`config.mk`:
```
export PLATFORM = sky130hd
export DESIGN_NAME = cond_flag_unit
export DESIGN_NICKNAME = d
export VERILOG_FILES = /design/src/rtl/cond_flag_unit_pkg.sv /design/src/rtl/cond_eval.sv /design/src/rtl/cond_flag_unit.sv
export SDC_FILE = /design/constraint.sdc
export NUM_CORES = 1
export LEC_CHECK = 0
export CAP_MARGIN = 20
export CORE_ASPECT_RATIO = 1.75
export CORE_UTILIZATION = 45
export DETAILED_ROUTE_END_ITERATION = 6
export HOLD_SLACK_MARGIN = 0.02
export PLACE_DENSITY = 0.72
export SETUP_SLACK_MARGIN = 0.15
export SYNTH_ARGS = -nofsm -noshare
export SYNTH_HDL_FRONTEND = slang
export SYNTH_SLANG_ARGS = --single-unit
export TNS_END_PERCENT = 50
```
`constraint.sdc`:
```
create_clock -name clk -period 2.85 [get_ports clk]
set_clock_uncertainty 0.1 [all_clocks]
set_input_delay 0.285 -clock clk [delete_from_list [all_inputs] [get_ports clk]]
set_output_delay 0.285 -clock clk [all_outputs]
set_load 0.02 [all_outputs]
```
`src/rtl/cond_flag_unit_pkg.sv`:
```
// cond_flag_unit_pkg
// Shared definitions for the condition/flag unit:
//   - cond_e   : 4-bit condition codes EQ..NV
//   - FLAG_*   : bit positions of N, Z, V and C inside a flags_t word
//   - flags_t  : 4-bit flag word laid out as {N,Z,V,C}
//   - calc_flags : flags produced by the subtraction a - b
package cond_flag_unit_pkg;

  typedef enum logic [3:0] {
    COND_EQ = 4'h0,
    COND_NE = 4'h1,
    COND_HS = 4'h2,
    COND_LO = 4'h3,
    COND_MI = 4'h4,
    COND_PL = 4'h5,
    COND_VS = 4'h6,
    COND_VC = 4'h7,
    COND_HI = 4'h8,
    COND_LS = 4'h9,
    COND_GE = 4'hA,
    COND_LT = 4'hB,
    COND_GT = 4'hC,
    COND_LE = 4'hD,
    COND_AL = 4'hE,
    COND_NV = 4'hF
  } cond_e;

  localparam int unsigned FLAG_N = 3;
  localparam int unsigned FLAG_Z = 2;
  localparam int unsigned FLAG_V = 1;
  localparam int unsigned FLAG_C = 0;

  typedef logic [3:0] flags_t;

  // Flags of a - b. The subtraction is done 17 bits wide so bit 16 is the
  // borrow; C is its inverse (set when a >= b unsigned).
  function automatic flags_t calc_flags(input logic [15:0] a, input logic [15:0] b);
    logic [16:0] diff;
    flags_t      f;
    diff      = {1'b0, a} - {1'b0, b};
    f         = 4'b0000;
    f[FLAG_N] = diff[15];
    f[FLAG_Z] = (diff[15:0] == 16'h0000);
    f[FLAG_V] = (a[15] != b[15]) && (diff[15] != a[15]);
    f[FLAG_C] = ~diff[16];
    return f;
  endfunction

endpackage

```
`src/rtl/cond_eval.sv`:
```
// cond_eval
// Purely combinational condition decoder.
// Ports:
//   cond  (in, 4) : condition code (cond_e encoding)
//   flags (in, 4) : flag word {N,Z,V,C} to test
//   take  (out,1) : 1 when the condition holds for the given flags
module cond_eval
  import cond_flag_unit_pkg::*;
(
  input  logic [3:0] cond,
  input  flags_t     flags,
  output logic       take
);

  logic n;
  logic z;
  logic v;
  logic c;

  assign n = flags[FLAG_N];
  assign z = flags[FLAG_Z];
  assign v = flags[FLAG_V];
  assign c = flags[FLAG_C];

  // Map each condition code onto its flag expression.
  always_comb begin
    take = 1'b0;
    case (cond_e'(cond))
      COND_EQ: take = z;
      COND_NE: take = ~z;
      COND_HS: take = c;
      COND_LO: take = ~c;
      COND_MI: take = n;
      COND_PL: take = ~n;
      COND_VS: take = v;
      COND_VC: take = ~v;
      COND_HI: take = c & ~z;
      COND_LS: take = ~c | z;
      COND_GE: take = (n == v);
      COND_LT: take = (n != v);
      COND_GT: take = ~z & (n == v);
      COND_LE: take = z | (n != v);
      COND_AL: take = 1'b1;
      COND_NV: take = 1'b0;
      default: take = 1'b0;
    endcase
  end

endmodule

```
`src/rtl/cond_flag_unit.sv`:
```
// cond_flag_unit
// Two-stage in-order pipeline that either computes flags from a - b and
// stores them (setf=1) or tests a condition against the stored flags (setf=0).
// Ports:
//   clk, rst            : clock, synchronous active-high reset
//   in_valid / in_ready : input handshake
//   in_a, in_b (16)     : minuend / subtrahend
//   in_cond (4)         : condition code to evaluate
//   in_setf             : 1 = compute and store new flags, 0 = use stored flags
//   out_valid/out_ready : output handshake
//   out_take            : condition result
//   out_flags (4)       : flags the condition was evaluated against, {N,Z,V,C}
module cond_flag_unit
  import cond_flag_unit_pkg::*;
(
  input  logic        clk,
  input  logic        rst,
  input  logic        in_valid,
  output logic        in_ready,
  input  logic [15:0] in_a,
  input  logic [15:0] in_b,
  input  logic [3:0]  in_cond,
  input  logic        in_setf,
  output logic        out_valid,
  input  logic        out_ready,
  output logic        out_take,
  output logic [3:0]  out_flags
);

  logic        s1_valid;
  logic [15:0] s1_a;
  logic [15:0] s1_b;
  logic [3:0]  s1_cond;
  logic        s1_setf;
  flags_t      flag_reg;

  logic        s2_adv;
  logic        s1_adv;
  flags_t      new_flags;
  flags_t      eval_flags;
  logic        eval_take;

  assign s2_adv   = ~out_valid | out_ready;
  assign s1_adv   = ~s1_valid | s2_adv;
  // Held low while reset is asserted so nothing is accepted into a stage
  // that is being cleared.
  assign in_ready = ~rst & s1_adv;

  // Choose freshly computed flags or the stored flag register. Because the
  // flag register is written only as a transaction leaves S1, it already
  // reflects every older setf transaction here.
  always_comb begin
    new_flags = calc_flags(s1_a, s1_b);
    if (s1_setf) begin
      eval_flags = new_flags;
    end else begin
      eval_flags = flag_reg;
    end
  end

  cond_eval u_cond_eval (
    .cond  (s1_cond),
    .flags (eval_flags),
    .take  (eval_take)
  );

  // Stage 1: capture the accepted transaction.
  always_ff @(posedge clk) begin
    if (rst) begin
      s1_valid <= 1'b0;
      s1_a     <= 16'h0000;
      s1_b     <= 16'h0000;
      s1_cond  <= 4'h0;
      s1_setf  <= 1'b0;
    end else if (s1_adv) begin
      s1_valid <= in_valid;
      if (in_valid) begin
        s1_a    <= in_a;
        s1_b    <= in_b;
        s1_cond <= in_cond;
        s1_setf <= in_setf;
      end
    end
  end

  // Stage 2: register the evaluated result and commit new flags.
  always_ff @(posedge clk) begin
    if (rst) begin
      out_valid <= 1'b0;
      out_take  <= 1'b0;
      out_flags <= 4'b0000;
      flag_reg  <= 4'b0000;
    end else if (s2_adv) begin
      out_valid <= s1_valid;
      if (s1_valid) begin
        out_take  <= eval_take;
        out_flags <= eval_flags;
        if (s1_setf) begin
          flag_reg <= new_flags;
        end
      end
    end
  end

endmodule

```
# ---- Word-level counts from Yosys, hierarchy flattened
# Index checks and enable logic that the tools add are counted.
dict set report op_classes {
  addsub 1
  n_eq_ne 19
  mux 2
  bitwise 15
  n_reduce_logical 5
}
# cell count
set ops {}
lappend ops {{$eq A4 B4 Y1 const B} 8}
lappend ops {{$sub A16 B16 Y17} 1}
lappend ops {{$eq A4 B3 Y1 const B} 4}
lappend ops {{$logic_not A16 Y1} 1}
lappend ops {{$pmux W1 S16} 1}
lappend ops {{$eq A4 B2 Y1 const B} 2}
lappend ops {{$not A1 Y1} 8}
lappend ops {{$eq A4 B1 Y1 const B} 1}
lappend ops {{$logic_not A4 Y1} 1}
lappend ops {{$mux W4} 1}
lappend ops {{$or A1 B1 Y1} 4}
lappend ops {{$reduce_and A2 Y1} 2}
lappend ops {{$and A1 B1 Y1} 3}
lappend ops {{$ne A1 B1 Y1} 3}
lappend ops {{$eq A1 B1 Y1} 1}
lappend ops {{$logic_and A1 B1 Y1} 1}
dict set report totals {
  regBits 44
  inputBits 41
  out_inout_bits 7
  elab_cells 50
}

# ---- Logic depth before layout (Yosys ltp)
dict set report depth {
  ltp_word 7
  depth_mapped 12
  ltp_nobuf 12
}

# ---- By module
# A second synthesis with hierarchy kept.
dict set report hier_totals {
  cells_unflattened 362
  hier_area_um2 2700.1
}
# mod instances cells_each area_each_um2
set modules_own_cells {}
lappend modules_own_cells {cond_flag_unit 1 339 2544.9}
lappend modules_own_cells {cond_eval 1 23 155.1}

# ---- Least setup slack after synthesis
# Ideal clock, no wire load.
dict set report synth_path {
  path_type {reg2reg}
  from {register s1_b[12]}
  to {register out_take}
  t_arrival_ns 2.614
  required_time_ns 2.623
  setup_slack_ns 0.009
  path_stages_with_launch 11
  n_path_buf 0
  path_cell_list {dfxtp_1 inv_1 ha_1 a21o_1 a21o_1 a221o_1 or3_4 a2111oi_2 and3_1 a2bb2oi_1 a31oi_1}
}
dict set report synth_between {
  elab_chain_cells 7
  word_cells_on_any_way 17
  cone_classes {add/sub: 1; eq/ne: 3; mux: 2; bitwise: 9; reduce/logical: 2}
}
# item line_no
set synth_rtl {}
lappend synth_rtl {{from (decl)} cond_flag_unit.sv:32} ;# logic [15:0] s1_b;
lappend synth_rtl {{from (signal assigned)} cond_flag_unit.sv:79} ;# s1_b <= in_b;
lappend synth_rtl {{$sub A16 B16 Y17 (*)} cond_flag_unit_pkg.sv:40} ;# diff = {1'b0, a} - {1'b0, b};
lappend synth_rtl {{branches (longest 2 deep; another with $logic_not A16 Y1)} --}
lappend synth_rtl {{$mux W4 (*)} cond_flag_unit.sv:54} ;# if (s1_setf) begin
lappend synth_rtl {{$ne A1 B1 Y1 or $eq A1 B1 Y1 (tied branches)} --}
lappend synth_rtl {{$or A1 B1 Y1 or $and A1 B1 Y1 (tied branches)} {cond_eval.sv:42, cond_eval.sv:41}}
lappend synth_rtl {{$pmux W1 S16 (*)} cond_eval.sv:28} ;# case (cond_e'(cond))
lappend synth_rtl {{to (signal assigned)} cond_flag_unit.sv:96} ;# out_take <= eval_take;
lappend synth_rtl {{to (decl)} cond_flag_unit.sv:26} ;# output logic out_take,
# Every way passes the cells marked *.
# A chain may end at the register's enable or synchronous reset.

# ---- Worst setup path in the final report
dict set report layout_path {
  from {register s1_a[0]}
  to {register out_take}
}
dict set report layout_between {
  elab_chain_cells 7
  word_cells_on_any_way 17
  cone_classes {add/sub: 1; eq/ne: 3; mux: 2; bitwise: 9; reduce/logical: 2}
}
# item line_no
set layout_rtl {}
lappend layout_rtl {{from (decl)} cond_flag_unit.sv:31} ;# logic [15:0] s1_a;
lappend layout_rtl {{from (signal assigned)} cond_flag_unit.sv:78} ;# s1_a <= in_a;
lappend layout_rtl {{$sub A16 B16 Y17 (*)} cond_flag_unit_pkg.sv:40}
lappend layout_rtl {{branches (longest 2 deep; another with $logic_not A16 Y1)} --}
lappend layout_rtl {{$mux W4 (*)} cond_flag_unit.sv:54}
lappend layout_rtl {{$ne A1 B1 Y1 or $eq A1 B1 Y1 (tied branches)} --}
lappend layout_rtl {{$or A1 B1 Y1 or $and A1 B1 Y1 (tied branches)} {cond_eval.sv:42, cond_eval.sv:41}}
lappend layout_rtl {{$pmux W1 S16 (*)} cond_eval.sv:28}
# Marked as above.

==> flow_summary.ini <==
[routing]
wire_per_inst_microns = 13.57
drt-initial-drc-count = 120
num_vias = 2828
drt_wl_total_microns = 7085
ant_nets = 0
first_pass_iters = 4
remaining_drc_errors = 0
viasPerCell = 5.418

[placed_design]
gp_congestion = 0.9397
numPortBuffers = 47
dp.cells = 513
dp_hpwl_microns = 5486

[floorplanning]
fp.dieW_microns = 60.99
core_area_sq_um = 5879
die_area_sq_um = 6417
initial_core_util = 0.4661
io_pins = 48
rows = 37
die_height_microns = 105.2

[clock_network]
cts-root-buf = clkbuf_8
postCtsHoldBufs = 0
cts_max_path_buffers = 2
h-tree-depth = 2
cts_inserted_buffers = 5
cts_tree = built
clkSlewWorstSetupHoldPaths_ns = 0.09
clock_sinks = 44
post-cts-setup-buffer-count = 0
clock_latency_ns = 0.30

[timing]
setup_viol = 1
worst_pin_slew_ns = 0.4828
fin_ws_ns = -0.08888
clock.fmax_mhz = 340.3
period_minus_slack_ns = 2.939
slew_headroom = 0.6731
hold_viol_final = 0
finalSetupTns_ns = -0.08888
rsz0062_at_grt = yes
timing.final.crit_share = 1.031
slew_viol_final = 0
holdWs_ns = 0.3560

[critical_path]
path_buf_inv = 1
startpoint_type = flip-flop
crit_path_cell_trace = inv_2, ha_4, fa_2, nor2b_4, o31ai_4, a2111oi_4, a211oi_2, a221oi_2, nand3_1, a311o_1, a2bb2oi_1, a31oi_1
slowest_delay_ns = 0.43
critPathKind = reg2reg
critPathMaxFanout = 4
slowest_stage = a2111oi_4
cp.arrival_ns = 3.08
endpoint_kind = flip-flop
crit_family = compound AO/OA/AOI/OAI gates
cp_data_required_time_ns = 2.99

[final_layout]
final_common_cell = nand2_1
utilization = 0.6327
syn2layout_area_growth_pct = 35.75
drive_above_1_share = 0.1329
stdcell_count = 522
reg.largest.list = s1_a x16, s1_b x16
num_antenna_cells = 0
nets = 501
final_cell_mix = nand2_1 (95), a21oi_1 (56), clkdlybuf4s50_1 (47)

[pwr]
p_total_uw = 1714
peakVddDrop_v = 0.0003212
leakage_uw = 0.001496
power_density_nw_per_um2 = 460.7

[global_routing]
grt_util_met1 = 0.2308
grt_max_degree = 45
grt-busiest-layer = met2
met2_usage = 0.4451
grt_pass1_wl_microns = 12010
grt-ovfl-total = 0
track_usage = 0.2443
grt_use_met3 = 0.04294
grt_pass1_vias = 2832
antenna_found_initial = 0

[synthesis]
ys_ff_latch = 44
avgSynthCellArea_sq_um = 7.249
synth.distinct_cells = 54
syn_area_sq_um = 2740
synth-edff-count = 0
synth_top_area_share = 0.3215
yosysTopAreaCell = dfxtp_1
netlist_instances = 378
ys_top_cells_by_area = dfxtp_1 (32%), nand2_1 (13%), a21oi_1 (10%)
synth_fp_nets = 436
ys_seq_area_frac = 0.3215
async_reset_ff_frac = 0
synthFlopType = dfxtp_1
ys_warn_count = 0

[flow_run]
cap_violations = 0

[run_status]
status = complete, but fails checks
violations = negative setup slack

[min_path]
hold_class = reg2reg
## path summary, 6_finish.rpt
check / startpoint / to / slack [ns] / cells past startpoint
max: s1_a[0]$_SDFFE_PP0P_ / out_take$_SDFFE_PP0P_ / -0.09 / 12
min: s1_b[15]$_SDFFE_PP0P_ / s1_b[15]$_SDFFE_PP0P_ / 0.36 / 2
max reg2reg: s1_a[0]$_SDFFE_PP0P_ / out_take$_SDFFE_PP0P_ / -0.09 / 12
min reg2reg: s1_b[15]$_SDFFE_PP0P_ / s1_b[15]$_SDFFE_PP0P_ / 0.36 / 2
## cells by family (layout without fill, tap and decap cells)
kind of cell,count (synthesis),count (layout),synth area share
xor+xnor,5,5,0.01598
fa+ha+maj,17,17,0.08036
compound gates,117,117,0.2726
simple gates,148,148,0.2370
flops,44,44,0.3215
buf+inv,44,110,0.06119
mux,3,3,0.01142
## final cells by class
cell class / instances / area, sq um
Clock buffer: 5 / 68.82
Clock inverter: 3 / 42.54
Fill cell: 566 / 2160
Inverter: 25 / 93.84
Multi-Input combinational cell: 290 / 1819
Sequential cell: 44 / 882.1
Tap cell: 78 / 97.59
Timing Repair Buffer: 77 / 715.7
## synthesized netlist by cell type (all sizes together), types with 3 or more instances
library cell / instances
o21ai: 11
nor3: 3
a211oi: 4
ha: 16
clkbuf: 17
nor2: 21
a221oi: 4
o21a: 3
a21o: 4
a31oi: 8
nand2: 95
nand2b: 3
and4: 3
a31o: 3
dfxtp: 44
xnor2: 3
inv: 25
o22ai: 3
nor2b: 9
a21oi: 57
## worst reg2reg max path, cell delays in order, from the launching register on
cell and delay (ns):
dfxtp_2 0.34, inv_2 0.04, ha_4 0.15, fa_2 0.38
nor2b_4 0.15, o31ai_4 0.09, a2111oi_4 0.43, a211oi_2 0.09
a221oi_2 0.39, nand3_1 0.12, a311o_1 0.29, a2bb2oi_1 0.15
a31oi_1 0.16
## where the power goes
group	total (uW)	leakage [uW]	internal, uW	switching, uW
clock network	478	0.0000541	259	219
logic	559	0.00108	271	288
registers	677	0.000363	648	28.6
total	1710	0.00150	1180	535
## repair_timing
item | in CTS | in global routing
gates resized for setup | 5 | 4
pin swaps | 7 | 4
setup endpoints to repair | 3 | 3
## routing by layer
layer	wire [microns]	vias to the layer above	share of wire
met1	2633	1292	0.37
li1	-	1444	-
met5	0	-	0
met4	451	0	0.064
met3	169	30	0.024
met2	3830	62	0.54
## through the flow
stage / setup WS, ns / cell area, sq um
final: -0.08888 / 3720
after global routing: -0.2315 / 3720
after CTS: -0.1111 / 3661
after detailed placement: -0.1798 / 3520
after global placement: -0.1807 / 3520
after floorplan: 0.08958 / 2808
(Power assumes the default switching activity.)
